### src/rtl/cmd_decoder_pkg.sv
// Shared opcodes, FSM encoding and 16-bit WORD/RESP field layouts for the host command decoder.
package cmd_decoder_pkg;

  localparam logic [7:0] OP_NOP     = 8'h00;
  localparam logic [7:0] OP_RESET   = 8'h01;
  localparam logic [3:0] OP_TRIG_HI = 4'h1;
  localparam logic [7:0] OP_WRITE   = 8'h20;
  localparam logic [7:0] OP_READ    = 8'h21;
  localparam logic [7:0] OP_WORD    = 8'h30;

  localparam int unsigned BYTE_W = 8;
  localparam int unsigned PAIR_W = 16;

  typedef enum logic [3:0] {
    S_IDLE,
    S_FETCH_CMD,
    S_EVAL,
    S_WAIT_B0,
    S_FETCH_B0,
    S_WAIT_B1,
    S_FETCH_B1,
    S_EXEC,
    S_TRIG_WAIT,
    S_TRIG,
    S_WORD,
    S_RESP,
    S_SOFTRST
  } state_t;

  // Read-back layout: address in the high byte, zero-extended register data low.
  typedef struct packed {
    logic [7:0] addr;
    logic [7:0] data;
  } resp_t;

  // WORD payload layout: first payload byte is the high byte.
  typedef struct packed {
    logic [7:0] msb;
    logic [7:0] lsb;
  } word_t;

  // Opcodes carrying at least one payload byte.
  function automatic logic has_payload(input logic [7:0] op);
    return (op == OP_WRITE) || (op == OP_READ) || (op == OP_WORD);
  endfunction

endpackage

### src/rtl/cmd_decoder_if.sv
// RX FIFO pop port plus the WORD and RESP valid/accept ports of the command decoder.
interface cmd_decoder_if;
  import cmd_decoder_pkg::*;

  logic [7:0] rx_rdata;
  logic       rx_rempty;
  logic       rx_hold;
  logic       rx_rinc;

  word_t      word_data;
  logic       word_valid;
  logic       word_accept;

  resp_t      resp_data;
  logic       resp_valid;
  logic       resp_accept;

  modport master (
    input  rx_rdata, rx_rempty, rx_hold, word_accept, resp_accept,
    output rx_rinc, word_data, word_valid, resp_data, resp_valid
  );

  modport slave (
    output rx_rdata, rx_rempty, rx_hold, word_accept, resp_accept,
    input  rx_rinc, word_data, word_valid, resp_data, resp_valid
  );

endinterface

### src/rtl/cmd_timeout.sv
// Loadable down-counter; expired_c flags an enabled cycle with the count already at zero.
module cmd_timeout #(
  parameter int unsigned WIDTH = 16
) (
  input  logic             clk,
  input  logic             rst_n,
  input  logic             clr,
  input  logic             load,
  input  logic [WIDTH-1:0] value,
  input  logic             en,
  output logic             expired_c
);

  logic [WIDTH-1:0] cnt_q;

  // Count register: clear beats load beats decrement, stops at zero.
  always_ff @(posedge clk) begin
    if (!rst_n) begin
      cnt_q <= '0;
    end else if (clr) begin
      cnt_q <= '0;
    end else if (load) begin
      cnt_q <= value;
    end else if (en && (cnt_q != '0)) begin
      cnt_q <= cnt_q - WIDTH'(1);
    end
  end

  assign expired_c = en && (cnt_q == '0);

endmodule

### src/rtl/cmd_decoder.sv
// Host command decoder: pops opcodes/payloads, owns the register file, fires triggers, forwards words and read-backs.
module cmd_decoder
  import cmd_decoder_pkg::*;
#(
  parameter int unsigned NUM_REGS = 4,
  parameter int unsigned REG_W    = 8,
  parameter int unsigned NUM_TRIG = 4,
  parameter int unsigned TRIG_LEN = 2,
  parameter int unsigned TIMEOUT  = 65535
) (
  input  logic                      clk,
  input  logic                      rst_n,
  cmd_decoder_if.master             bus,
  output logic                      fifo_rst_n,
  output logic [NUM_REGS*REG_W-1:0] regs,
  output logic [NUM_TRIG-1:0]       trig,
  input  logic [NUM_TRIG-1:0]       trig_busy,
  output logic [7:0]                err_count
);

  localparam int unsigned CNT_W = $clog2(TIMEOUT + 1);
  localparam int unsigned DW_W  = $clog2(TRIG_LEN + 2);

  state_t              state_q, state_d;
  logic [7:0]          cmd_q, b0_q, b1_q;
  logic [DW_W-1:0]     dwell_q;
  logic [NUM_TRIG-1:0] trig_hit;
  logic [REG_W-1:0]    rd_data_c;

  logic rx_ready_c, trig_ok_c, busy_c, addr_ok_c;
  logic err_inc_c, reg_we_c, reg_clr_c, resp_load_c, word_load_c;
  logic tmo_clr_c, tmo_load_c, tmo_en_c, tmo_expired_c;

  assign rx_ready_c = !bus.rx_rempty && !bus.rx_hold;
  assign trig_ok_c  = ({1'b0, cmd_q[3:0]} < 5'(NUM_TRIG));
  assign addr_ok_c  = ({1'b0, b0_q} < 9'(NUM_REGS));
  assign busy_c     = |(trig_busy & trig_hit);
  assign reg_clr_c  = (state_q == S_SOFTRST);

  assign tmo_clr_c  = (state_q == S_IDLE);
  assign tmo_load_c = (state_q == S_EVAL) || (state_q == S_FETCH_B0);
  assign tmo_en_c   = (state_q == S_WAIT_B0) || (state_q == S_WAIT_B1) ||
                      (state_q == S_TRIG_WAIT);

  // Shared timeout for payload waits and busy trigger targets.
  cmd_timeout #(.WIDTH(CNT_W)) u_timeout (
    .clk       (clk),
    .rst_n     (rst_n),
    .clr       (tmo_clr_c),
    .load      (tmo_load_c),
    .value     (CNT_W'(TIMEOUT - 1)),
    .en        (tmo_en_c),
    .expired_c (tmo_expired_c)
  );

  // State register plus cycles spent in the current state.
  always_ff @(posedge clk) begin
    if (!rst_n) begin
      state_q <= S_IDLE;
      dwell_q <= '0;
    end else begin
      state_q <= state_d;
      dwell_q <= (state_d == state_q) ? dwell_q + DW_W'(1) : '0;
    end
  end

  // Next-state decode and single-cycle strobes.
  always_comb begin
    state_d     = state_q;
    err_inc_c   = 1'b0;
    reg_we_c    = 1'b0;
    resp_load_c = 1'b0;
    word_load_c = 1'b0;
    case (state_q)
      S_IDLE:      if (rx_ready_c) state_d = S_FETCH_CMD;
      S_FETCH_CMD: state_d = S_EVAL;
      S_EVAL: begin
        if (cmd_q == OP_NOP) begin
          state_d = S_IDLE;
        end else if (cmd_q == OP_RESET) begin
          state_d = S_SOFTRST;
        end else if (has_payload(cmd_q)) begin
          state_d = S_WAIT_B0;
        end else if ((cmd_q[7:4] == OP_TRIG_HI) && trig_ok_c) begin
          state_d = busy_c ? S_TRIG_WAIT : S_TRIG;
        end else begin
          err_inc_c = 1'b1;
          state_d   = S_IDLE;
        end
      end
      S_WAIT_B0: begin
        if (rx_ready_c) begin
          state_d = S_FETCH_B0;
        end else if (tmo_expired_c) begin
          err_inc_c = 1'b1;
          state_d   = S_IDLE;
        end
      end
      S_FETCH_B0:  state_d = (cmd_q == OP_READ) ? S_EXEC : S_WAIT_B1;
      S_WAIT_B1: begin
        if (rx_ready_c) begin
          state_d = S_FETCH_B1;
        end else if (tmo_expired_c) begin
          err_inc_c = 1'b1;
          state_d   = S_IDLE;
        end
      end
      S_FETCH_B1:  state_d = S_EXEC;
      S_EXEC: begin
        if (cmd_q == OP_WRITE) begin
          reg_we_c  = addr_ok_c;
          err_inc_c = !addr_ok_c;
          state_d   = S_IDLE;
        end else if (cmd_q == OP_READ) begin
          resp_load_c = 1'b1;
          err_inc_c   = !addr_ok_c;
          state_d     = S_RESP;
        end else begin
          word_load_c = 1'b1;
          state_d     = S_WORD;
        end
      end
      S_TRIG_WAIT: begin
        if (!busy_c) begin
          state_d = S_TRIG;
        end else if (tmo_expired_c) begin
          err_inc_c = 1'b1;
          state_d   = S_IDLE;
        end
      end
      S_TRIG:      if (dwell_q == DW_W'(TRIG_LEN - 1)) state_d = S_IDLE;
      S_WORD:      if (bus.word_accept) state_d = S_IDLE;
      S_RESP:      if (bus.resp_accept) state_d = S_IDLE;
      S_SOFTRST:   if (dwell_q == DW_W'(1)) state_d = S_IDLE;
      default:     state_d = S_IDLE;
    endcase
  end

  // Moore outputs registered from the next state so they track the state register.
  always_ff @(posedge clk) begin
    if (!rst_n) begin
      bus.rx_rinc    <= 1'b0;
      fifo_rst_n     <= 1'b0;
      bus.word_valid <= 1'b0;
      bus.resp_valid <= 1'b0;
      trig           <= '0;
    end else begin
      bus.rx_rinc    <= (state_d == S_FETCH_CMD) || (state_d == S_FETCH_B0) ||
                        (state_d == S_FETCH_B1);
      fifo_rst_n     <= (state_d != S_SOFTRST);
      bus.word_valid <= (state_d == S_WORD);
      bus.resp_valid <= (state_d == S_RESP);
      trig           <= (state_d == S_TRIG) ? trig_hit : '0;
    end
  end

  // Byte capture in the fetch cycles and WORD/RESP payload loads.
  always_ff @(posedge clk) begin
    if (!rst_n) begin
      cmd_q         <= '0;
      b0_q          <= '0;
      b1_q          <= '0;
      bus.word_data <= '0;
      bus.resp_data <= '0;
    end else begin
      if (state_q == S_FETCH_CMD) cmd_q <= bus.rx_rdata;
      if (state_q == S_FETCH_B0)  b0_q  <= bus.rx_rdata;
      if (state_q == S_FETCH_B1)  b1_q  <= bus.rx_rdata;
      if (word_load_c) bus.word_data <= '{msb: b0_q, lsb: b1_q};
      if (resp_load_c) bus.resp_data <= '{addr: b0_q, data: 8'(rd_data_c)};
    end
  end

  // Saturating error counter, kept across soft reset.
  always_ff @(posedge clk) begin
    if (!rst_n) begin
      err_count <= '0;
    end else if (err_inc_c && (err_count != 8'hFF)) begin
      err_count <= err_count + 8'd1;
    end
  end

  // Register file: one entry per generate iteration, flattened onto regs.
  for (genvar k = 0; k < NUM_REGS; k++) begin : g_reg
    logic [REG_W-1:0] q;

    // Entry k: cleared by hard or soft reset, loaded by an in-range WRITE.
    always_ff @(posedge clk) begin
      if (!rst_n || reg_clr_c) begin
        q <= '0;
      end else if (reg_we_c && (b0_q == 8'(k))) begin
        q <= b1_q[REG_W-1:0];
      end
    end

    assign regs[k*REG_W +: REG_W] = q;
  end

  // Read-back mux; out-of-range addresses return zero.
  always_comb begin
    rd_data_c = '0;
    for (int k = 0; k < NUM_REGS; k++) begin
      if (b0_q == 8'(k)) rd_data_c = regs[k*REG_W +: REG_W];
    end
  end

  // One-hot trigger select from the opcode low nibble.
  for (genvar k = 0; k < NUM_TRIG; k++) begin : g_trig
    assign trig_hit[k] = (cmd_q[3:0] == 4'(k));
  end

endmodule

### src/flat_wrapper.sv
// flat-port wrapper written by rule: the top's interface ports become plain ports
module cmd_decoder_flat import cmd_decoder_pkg::*;
#(
  parameter int unsigned NUM_REGS = 4,
  parameter int unsigned REG_W    = 8,
  parameter int unsigned NUM_TRIG = 4,
  parameter int unsigned TRIG_LEN = 2,
  parameter int unsigned TIMEOUT  = 65535
)
  (clk, rst_n, fifo_rst_n, regs, trig, trig_busy, err_count, bus_rx_rdata, bus_rx_rempty, bus_rx_hold, bus_word_accept, bus_resp_accept, bus_rx_rinc, bus_word_data, bus_word_valid, bus_resp_data, bus_resp_valid);
  cmd_decoder_if bus_i ();
  input  logic clk;
  input  logic rst_n;
  output logic fifo_rst_n;
  output logic [NUM_REGS*REG_W-1:0] regs;
  output logic [NUM_TRIG-1:0] trig;
  input  logic [NUM_TRIG-1:0] trig_busy;
  output logic [7:0] err_count;
  input wire logic [$bits(bus_i.rx_rdata)-1:0] bus_rx_rdata;
  input wire logic [$bits(bus_i.rx_rempty)-1:0] bus_rx_rempty;
  input wire logic [$bits(bus_i.rx_hold)-1:0] bus_rx_hold;
  input wire logic [$bits(bus_i.word_accept)-1:0] bus_word_accept;
  input wire logic [$bits(bus_i.resp_accept)-1:0] bus_resp_accept;
  output wire logic [$bits(bus_i.rx_rinc)-1:0] bus_rx_rinc;
  output wire logic [$bits(bus_i.word_data)-1:0] bus_word_data;
  output wire logic [$bits(bus_i.word_valid)-1:0] bus_word_valid;
  output wire logic [$bits(bus_i.resp_data)-1:0] bus_resp_data;
  output wire logic [$bits(bus_i.resp_valid)-1:0] bus_resp_valid;
  assign bus_i.rx_rdata = bus_rx_rdata;
  assign bus_i.rx_rempty = bus_rx_rempty;
  assign bus_i.rx_hold = bus_rx_hold;
  assign bus_i.word_accept = bus_word_accept;
  assign bus_i.resp_accept = bus_resp_accept;
  assign bus_rx_rinc = bus_i.rx_rinc;
  assign bus_word_data = bus_i.word_data;
  assign bus_word_valid = bus_i.word_valid;
  assign bus_resp_data = bus_i.resp_data;
  assign bus_resp_valid = bus_i.resp_valid;
  cmd_decoder #(.NUM_REGS(NUM_REGS), .REG_W(REG_W), .NUM_TRIG(NUM_TRIG), .TRIG_LEN(TRIG_LEN), .TIMEOUT(TIMEOUT)) u_core (.clk(clk), .rst_n(rst_n), .bus(bus_i), .fifo_rst_n(fifo_rst_n), .regs(regs), .trig(trig), .trig_busy(trig_busy), .err_count(err_count));
endmodule
### config.mk
export PLATFORM = sky130hd
export DESIGN_NAME = cmd_decoder_flat
export DESIGN_NICKNAME = d
export VERILOG_FILES = /design/src/rtl/cmd_decoder_pkg.sv /design/src/rtl/cmd_decoder_if.sv /design/src/rtl/cmd_timeout.sv /design/src/rtl/cmd_decoder.sv /design/src/flat_wrapper.sv
export SDC_FILE = /design/constraint.sdc
export NUM_CORES = 1
export LEC_CHECK = 0
export CAP_MARGIN = 20
export CELL_PAD_IN_SITES_DETAIL_PLACEMENT = 2
export CELL_PAD_IN_SITES_GLOBAL_PLACEMENT = 2
export CORE_UTILIZATION = 28
export CTS_CLUSTER_DIAMETER = 150
export DETAILED_ROUTE_END_ITERATION = 6
export PLACE_DENSITY_LB_ADDON = 0.1
export SYNTH_ARGS = -nofsm -noshare
export SYNTH_HDL_FRONTEND = slang
export SYNTH_SLANG_ARGS = --single-unit
### constraint.sdc
create_clock -name clk -period 2.3 [get_ports clk]
set_input_delay 0.345 -clock clk [delete_from_list [all_inputs] [get_ports clk]]
set_output_delay 0.345 -clock clk [all_outputs]
set_load 0.01 [all_outputs]
Yosys cells after proc, flatten, opt, wreduce, memory -nomap -nowiden
Index checks and enable logic that the tools add are counted.
Widths: inputs -> output; s select.
Storage, ports and cells
  flip-flop bits (word level): 126
  bits in latches: 0
  bits in writable memories: 0
  bits in read-only memories: 0
  input port bits: 18
  output and inout port bits: 80
  logic and storage cells: 137
  memories kept: 0
Operators by class
  add/subtract/negate cells: 3
  $mul: 0
  divide/modulo/power cells: 0
  magnitude comparators: 2
  equality and inequality tests: 33
  shifts and indexed selects: 0
  multiplexer cells: 41
  bitwise gates (word level): 2
  reductions and logical operators: 35
Operators with widths (number)
  $mux 4: 13
  $pmux 4 s12: 1
  $eq 4x4->1 const B: 8
  $mux 16: 2
  $mux 8: 4
  $eq 4x3->1 const B: 6
  $eq 8x6->1 const B: 3
  $mux 1: 19
  $eq 4x1->1 const B: 4
  $eq 4x2->1 const B: 4
  $eq 8x1->1 const B: 2
  $eq 8x2->1 const B: 2
  $logic_not 16->1: 1
  $logic_not 8->1: 2
  $reduce_bool 16->1: 1
  $sub 16x1->16 const B: 1
  $logic_and 1x1->1: 9
  $add 8x1->8 const B: 1
  $logic_not 4->1: 2
  $logic_or 1x1->1: 8
  $lt 8x3->1 const B: 1
  $ne 8x8->1 const B: 1
  $reduce_or 2->1: 3
  $and 4x4->4: 1
  other kinds (13): 17

Depth between registers and ports, before layout
Gate-level depths: netlist of run 1.
  depth after elaboration: 12
  depth in mapped cells: 9
  mapped depth without buffers: 8

Cells and area by module
From an unflattened synthesis of run 1, not the netlist that was laid out.
Second synthesis, totals
  cells, all modules: 642
  area total of the unflattened synthesis: 5796.8 um^2
Modules (own cells, without submodules)
  cmd_decoder: instances 1, cells an instance 526, area an instance 4879.7 um^2, sequential area each 2202.1 um^2
  cmd_timeout: instances 1, cells an instance 116, area an instance 917.1 um^2, sequential area each 320.3 um^2

Least setup slack after synthesis of run 1
No wires, ideal clock.
  path kind: reg2reg
  start: reg u_core.cmd_q[4]
  end: reg u_core.err_count[5]
  setup time: 0.119 ns
  arrival time: 2.138 ns
  required time: 2.181 ns
  setup slack: 0.043 ns
  stages on the path, launching flop included: 8
  buffers on the path: 1
  clock period less this slack: 2.257 ns
  path through: dfxtp_1 > or4b_1 > buf_2 > or3_1 > a2bb2oi_1 > o22ai_2 > nand4_1 > mux2i_1
On the way
  longest elaborated chain between the ends: 8
  elaborated cells between the ends (all ways): 17
  classes of those cells: eq/ne (5); mux (7); reduce/logical (5)
RTL lines
  from (decl): line cmd_decoder.sv:25  | logic [7:0] cmd_q, b0_q, b1_q;
  from (signal assigned): line cmd_decoder.sv:166  | if (state_q == S_FETCH_CMD) cmd_q <= bus.rx_rdata;
  $eq 4x1->1 (tied with other cells): line cmd_decoder.sv:84  | end else if ((cmd_q[7:4] == OP_TRIG_HI) && trig_ok_c) begin
  $logic_and 1x1->1 / $logic_or 1x1->1 (equally long branches): line cmd_decoder.sv:84, cmd_decoder_pkg.sv:44
  $mux 1 / $logic_or 1x1->1 (equally long branches): line cmd_decoder.sv:84, cmd_decoder_pkg.sv:44
  $mux 1: line cmd_decoder.sv:82  | end else if (has_payload(cmd_q)) begin
  $mux 1: line cmd_decoder.sv:80  | end else if (cmd_q == OP_RESET) begin
  $mux 1: line cmd_decoder.sv:78  | if (cmd_q == OP_NOP) begin
  $pmux 1 s4 *: line cmd_decoder.sv:74  | case (state_q)
  $logic_and 1x1->1 *: line cmd_decoder.sv:178  | end else if (err_inc_c && (err_count != 8'hFF)) begin
  to (signal assigned): line cmd_decoder.sv:179  | err_count <= err_count + 8'd1;
  to (decl): line cmd_decoder.sv:18  | output logic [7:0] err_count
Every way passes the cells marked *; elsewhere a longest branch is shown, timed or not.
A chain may end at the register's enable or synchronous reset.

Final worst setup path of run 1
  start: reg u_core.state_q[2]
  end: reg u_core.u_timeout.cnt_q[8]
On the way
  longest elaborated chain between the ends: 5
  elaborated cells between the ends (all ways): 13
  classes of those cells: eq/ne (5); mux (1); reduce/logical (7)
RTL lines
  from (decl): line cmd_decoder.sv:24  | state_t state_q, state_d;
  from (signal assigned): line cmd_decoder.sv:62  | state_q <= state_d;
  $eq 4x2->1 / $eq 4x3->1 (equally long branches): line cmd_decoder.sv:42  | assign tmo_en_c = (state_q == S_WAIT_B0) || (state_q == S_WAIT_B1) ||
  $logic_or 1x1->1 (2 in series): line cmd_decoder.sv:42
  $logic_and 1x1->1: line cmd_timeout.sv:24  | end else if (en && (cnt_q != '0)) begin
  $reduce_bool 2->1 (no line)
  to (signal assigned): line cmd_timeout.sv:23  | cnt_q <= value;
  to (signal assigned): line cmd_timeout.sv:25  | cnt_q <= cnt_q - WIDTH'(1);
  to (decl): line cmd_timeout.sv:14  | logic [WIDTH-1:0] cnt_q;
Several ways; a longest one is shown, not always the timed one.

==> impl_metrics.tcl, run 1 <==
set metrics [dict create \
    core_area_mm2 0.0194 \
    worstPathRequired_ns 2.61 \
    yosysTopAreaCell "dfxtp_1" \
    remaining_drc_errors 0 \
    relSlewSlack 0.686 \
    grt_start_max_net_pins 66 \
    met3_usage 0.0384 \
    groute.usage.overall 0.214 \
    drtIter0Drc 174 \
    grt_pass1_wl_um 32900 \
    ys_seq_area_frac 0.456 \
    ant_nets 0 \
    via_count 5412 \
    hold_violations 0 \
    gp_congestion 0.812 \
    synthArstFlopShare 0 \
    die_area_mm2 0.0203 \
    grt_pass1_vias 6026 \
    power_mw 5.11 \
    clock_latency_ns 0.43 \
    syn_area_per_cell_um2 8.50 \
    multi_input_area_mm2 0.00295 \
    ys.flop_type "dfxtp_1" \
    period_share 0.981 \
    finalSetupTns_ns 0 \
    p_per_area_mw_per_mm2 637 \
    fmax_mhz 443 \
    timing.final.crit_period_ns 2.26 \
    start_util 0.285 \
    area_growth_pct 45.2 \
    synth_commonest_cells "nand2_1, dfxtp_1, a21oi_1" \
    fill_cells 2186 \
    cts_max_level 4 \
    worstHoldPathType "flop to flop" \
    cts_sinks 126 \
    cts_max_path_buffers 2 \
    startpoint_type "flop" \
    ff2ff_path_depth 8 \
    synth_top_area_frac 0.456 \
    setup_violations 0 \
    power_leakage_nw 2.91 \
    use_met1 0.269 \
    drive_gt1_frac 0.188 \
    use_met2 0.368 \
    skew_ns 0.0121 \
    syn_nets 673 \
    antenna_found_initial 0 \
    fin_util 0.414 \
    ff_latch_area_mm2 0.00253 \
    io_pins 98 \
    hold_slack_ns 0.434 \
    worstSetupEndpointType "flop" \
    nets 828 \
    cts_hold_buf 0 \
    drv_slew 0 \
    fp-row-count 51 \
    vias_per_cell 5.00 \
    synth_seq_cells 126 \
    antenna_cells 0 \
    syn_inst 651 \
    drt_wl_total_um 21000 \
    wire_per_inst_um 19.4 \
    peakVddDrop_v 0.000540 \
    yosys-top-cells-area "dfxtp_1, nand2_1, a21oi_1, mux2i_1, nor2_1" \
    syn_area_mm2 0.00553 \
    io_buffer_count 97 \
    drv_cap 0 \
    cp_max_fo 5 \
    overflow 0 \
    fp.dieW_um 143 \
    yosys_warnings 0 \
    yosysMostFrequentCell "nand2_1" \
    path_class "flop to flop" \
    whs_path_depth 1 \
    dpl.hpwl_um 14600 \
    die_y_um 143 \
    grt_busiest_layer "met2" \
    crit_arrival_ns 2.57 \
    synth-edff-count 0 \
    status "completed" \
    cts-buffers-inserted 17 \
    worst_slew_pin_slew_ns 0.468 \
    cts_tree "yes" \
    clkTransAtPathRegs_ns 0.07 \
    root_buffer "clkbuf_16" \
    yosysUniqueCellTypes 56 \
    drtPass1Iterations 4 \
    rsz0062_at_grt "true" \
]
## routing by layer
| layer | up-vias | wire length (µm) |
|---|---|---|
| li1 | 2580 | - |
| met2 | 83 | 10500 |
| met3 | 23 | 468 |
| met5 | - | 0 |
| met1 | 2726 | 9780 |
| met4 | 0 | 274 |
## layout make-up
cell class,count,share of cell area
Inverter,10,0.00467
Clock buffer,17,0.0530
Timing Repair Buffer,176,0.202
Clock inverter,14,0.0170
Sequential cell,126,0.315
Tap cell,265,0.0413
Multi-Input combinational cell,475,0.368
## state kept, by name (all words and copies together) (netlist names)
signal,cells
u_core.b1_q,8
u_core.b0_q,8
u_core.g.q,32
u_core.state_q,4
u_core.u_timeout.cnt_q,16
u_core.err_count,8
u_core.dwell_q,2
u_core.bus.word_valid,1
u_core.bus.word_data,16
u_core.bus.rx_rinc,1
u_core.trig,4
u_core.fifo_rst_n,1
u_core.bus.resp_data,16
u_core.cmd_q,8
u_core.bus.resp_valid,1
## what timing repair did
item                                    in CTS  in global routing
pin swaps                                    5                 10
setup buffers                                3                  7
resized for setup                            8                 24
endpoints found under the setup margin      32                 48
## metrics by stage
| step | cell area (µm²) | setup WS, ns | std cells |
|---|---|---|---|
| after CTS | 7880 | 0.0162 | 1077 |
| final | 8030 | 0.0443 | 1083 |
| after detailed placement | 7260 | -0.0981 | 1043 |
| after floorplan | 5530 | 0.0432 | 651 |
| after global placement | 7250 | -0.0233 | 1042 |
| after global routing | 8030 | -0.0641 | 1083 |
## final timing paths
check	from	endpoint	slack, ns
worst max-delay path	u_core.state_q[2]	u_core.u_timeout.cnt_q[8]	0.04
worst min-delay path	u_core.dwell_q[0]	u_core.dwell_q[0]	0.43
worst max register to register	u_core.state_q[2]	u_core.u_timeout.cnt_q[8]	0.04
worst min register to register	u_core.dwell_q[0]	u_core.dwell_q[0]	0.43
## cell usage in the layout, fill, tap and decap left out, types with 11 or more instances in the layout
cell             count
nand2_1            137
dfxtp_1            123
clkdlybuf4s50_1     97
a21oi_1             84
buf_4               72
nor2_1              50
mux2i_1             31
nand3_1             19
clkbuf_16           17
nand4_1             11
## power breakdown
part | leakage [nW] | switching [mW] | internal (mW)
sequential | 1.02 | 0.0115 | 2.20
combinational | 1.62 | 0.167 | 0.125
clock | 0.272 | 1.12 | 1.50
## critical path, stage by stage, from the launching register on
cell and delay, ns:
dfxtp_1 0.33, or4b_2 0.71, o211ai_1 0.12, buf_4 0.17
nand4_1 0.22, buf_4 0.22, nor2_1 0.13, xnor2_1 0.15
a21oi_1 0.09
## cells by family (layout without fill, tap and decap cells)
family                   count (synthesis)  count (layout)  share of synthesized area
XOR/XNOR                                18              18                     0.0285
flip-flops                             126             126                      0.456
buffers and inverters                   50             217                     0.0348
AND/OR/NAND/NOR                        293             293                      0.258
adder cells (fa/ha/maj)                  4               4                    0.00905
AO/OA/AOI/OAI                          121             121                      0.125
multiplexers                            39              39                     0.0887
No activity file was read; power rests on OpenSTA's default activity.
==> inputs of run 2 (changes only) <==
Settings changed: CTS_BUF_LIST set to sky130_fd_sc_hd__clkbuf_16.
==> results of run 2 <==
The final DEF is identical to that of run 1; final timing and power are the same.
==> inputs of run 3 (changes only) <==
--- a/config.mk
+++ b/config.mk
@@ -14,4 +14,5 @@
 export DETAILED_ROUTE_END_ITERATION = 6
 export PLACE_DENSITY_LB_ADDON = 0.1
+export SLEW_MARGIN = 25
 export SYNTH_ARGS = -nofsm -noshare
 export SYNTH_HDL_FRONTEND = slang
==> constraint.sdc (replaced) <==
create_clock -name clk -period 2.3 [get_ports clk]
set_input_delay 0.345 -clock clk [delete_from_list [all_inputs] [get_ports clk]]
set_output_delay 0.345 -clock clk [all_outputs]
set_load 0.02 [all_outputs]
==> impl_metrics.tcl, run 3 (synthesis results as in run 1) <==
set metrics [dict create \
    path_class "flop to flop" \
    startpoint_type "flop" \
    status "finished with violations" \
    cts_sinks 126 \
    relSlewSlack 0.460 \
    worstSetupEndpointType "flop" \
    cts_max_level 4 \
    drt_wl_total_um 21200 \
    r2r_slack_ns -0.0008 \
    gp_congestion 0.812 \
    io_pins 98 \
    cts-buffers-inserted 17 \
    via_count 5436 \
    place_area_mm2 0.00726 \
    rsz0062_at_grt "true" \
    p_per_area_mw_per_mm2 645 \
    grt_start_max_net_pins 66 \
    remaining_drc_errors 0 \
    drv_cap 0 \
    drtPass1Iterations 4 \
    overflow 0 \
    cts_tree "yes" \
    grt_pass1_vias 6016 \
    setup_violations 1 \
    start_util 0.285 \
    cts_hold_buf 0 \
    nets 822 \
    crit_arrival_ns 2.65 \
    worst_slew_pin_slew_ns 0.809 \
    drv_slew 0 \
    fill_cells 2159 \
    final_cell_mix "nand2_1, dfxtp_1, clkdlybuf4s50_1, a21oi_1, buf_4" \
    fp.dieW_um 143 \
    cts_max_path_buffers 2 \
    clock_latency_ns 0.43 \
    die_y_um 143 \
    vias_per_cell 5.04 \
    hold_violations 0 \
    violations "setup timing" \
    design_area_mm2 0.00810 \
    worstHoldPathType "flop to flop" \
    timing.final.crit_period_ns 2.30 \
    power_leakage_nw 2.91 \
    worstPathRequired_ns 2.65 \
    cp_max_fo 6 \
    dpl.hpwl_um 14500 \
    core_area_mm2 0.0194 \
    drtIter0Drc 177 \
    period_share 1.00 \
    regMostFlops "u_core.g.q" \
    root_buffer "clkbuf_16" \
    peakVddDrop_v 0.000517 \
    wire_per_inst_um 19.6 \
    groute.usage.overall 0.215 \
    dp_slack_ns -0.0923 \
    drive_gt1_frac 0.194 \
    fp-row-count 51 \
    power_mw 5.23 \
    largest_register_ffs 32 \
    antenna_cells 0 \
    clkTransAtPathRegs_ns 0.06 \
    grt_pass1_wl_um 33100 \
    fmax_mhz 435 \
    skew_ns 0.0102 \
    antenna_found_initial 0 \
    io_buffer_count 97 \
    finalWorstSetupSlack_ns -0.000835 \
    area_growth_pct 46.5 \
    die_area_mm2 0.0203 \
    final_common_cell "nand2_1" \
    ant_nets 0 \
]
[run 3: layout make-up]
cell class | instances | area, µm² | share of cell area
clock buffers | 17 | 425 | 0.0525
clock inverters | 15 | 163 | 0.0201
inverters | 10 | 37.5 | 0.00463
multi-input cells | 475 | 3040 | 0.375
flip-flops and latches | 126 | 2530 | 0.312
well taps | 265 | 332 | 0.0409
repair buffers | 170 | 1580 | 0.194
[run 3: what timing repair did]
item | 4_1_cts | 5_1_grt
pin swaps | 3 | 15
endpoints found under the hold margin | 0 | 0
gates cloned | 0 | 0
setup endpoints to repair | 26 | 44
gates resized for setup | 9 | 39
setup buffers | 2 | 4
[run 3: worst paths after layout]
kind	from	endpoint	cells past startpoint
max	u_core.cmd_q[4]	u_core.trig[2]	8
min	u_core.dwell_q[0]	u_core.dwell_q[0]	1
max reg2reg	u_core.cmd_q[4]	u_core.trig[2]	8
min reg2reg	u_core.dwell_q[0]	u_core.dwell_q[0]	1
[run 3: metal layers]
metal | global-route usage | routed length (µm) | vias up
met1 | 0.271 | 9510 | 2745
met5 | 0 | 0 | -
met4 | 0.0764 | 353 | 0
met2 | 0.368 | 10600 | 101
li1 | - | - | 2565
met3 | 0.0367 | 751 | 25
[run 3: power breakdown]
part / internal [mW] / total [mW] / switching (mW)
logic: 0.124 / 0.295 / 0.171
clock network: 1.61 / 2.72 / 1.11
registers: 2.20 / 2.21 / 0.0128
[run 3: stage by stage]
stage | hold WS (ns) | setup TNS [ns] | utilization | std cells
after CTS | 0.435 | -0.144 | 0.407 | 1076
after detailed placement | 0.426 | -0.460 | 0.374 | 1042
after floorplan | 0.406 | 0 | - | 651
after global routing | 0.459 | -0.394 | 0.418 | 1078
final | 0.430 | -0.000835 | 0.418 | 1078
after global placement | 0.419 | -0.0484 | 0.374 | 1042
[run 3: critical path, cell delays in order, from the launching register on]
cell and delay, ns:
dfxtp_2 0.32, or4b_4 0.56, buf_8 0.16, o21ai_4 0.14
and3_4 0.20, nor4b_4 0.20, buf_4 0.17, nand4_1 0.23
nor3_1 0.23
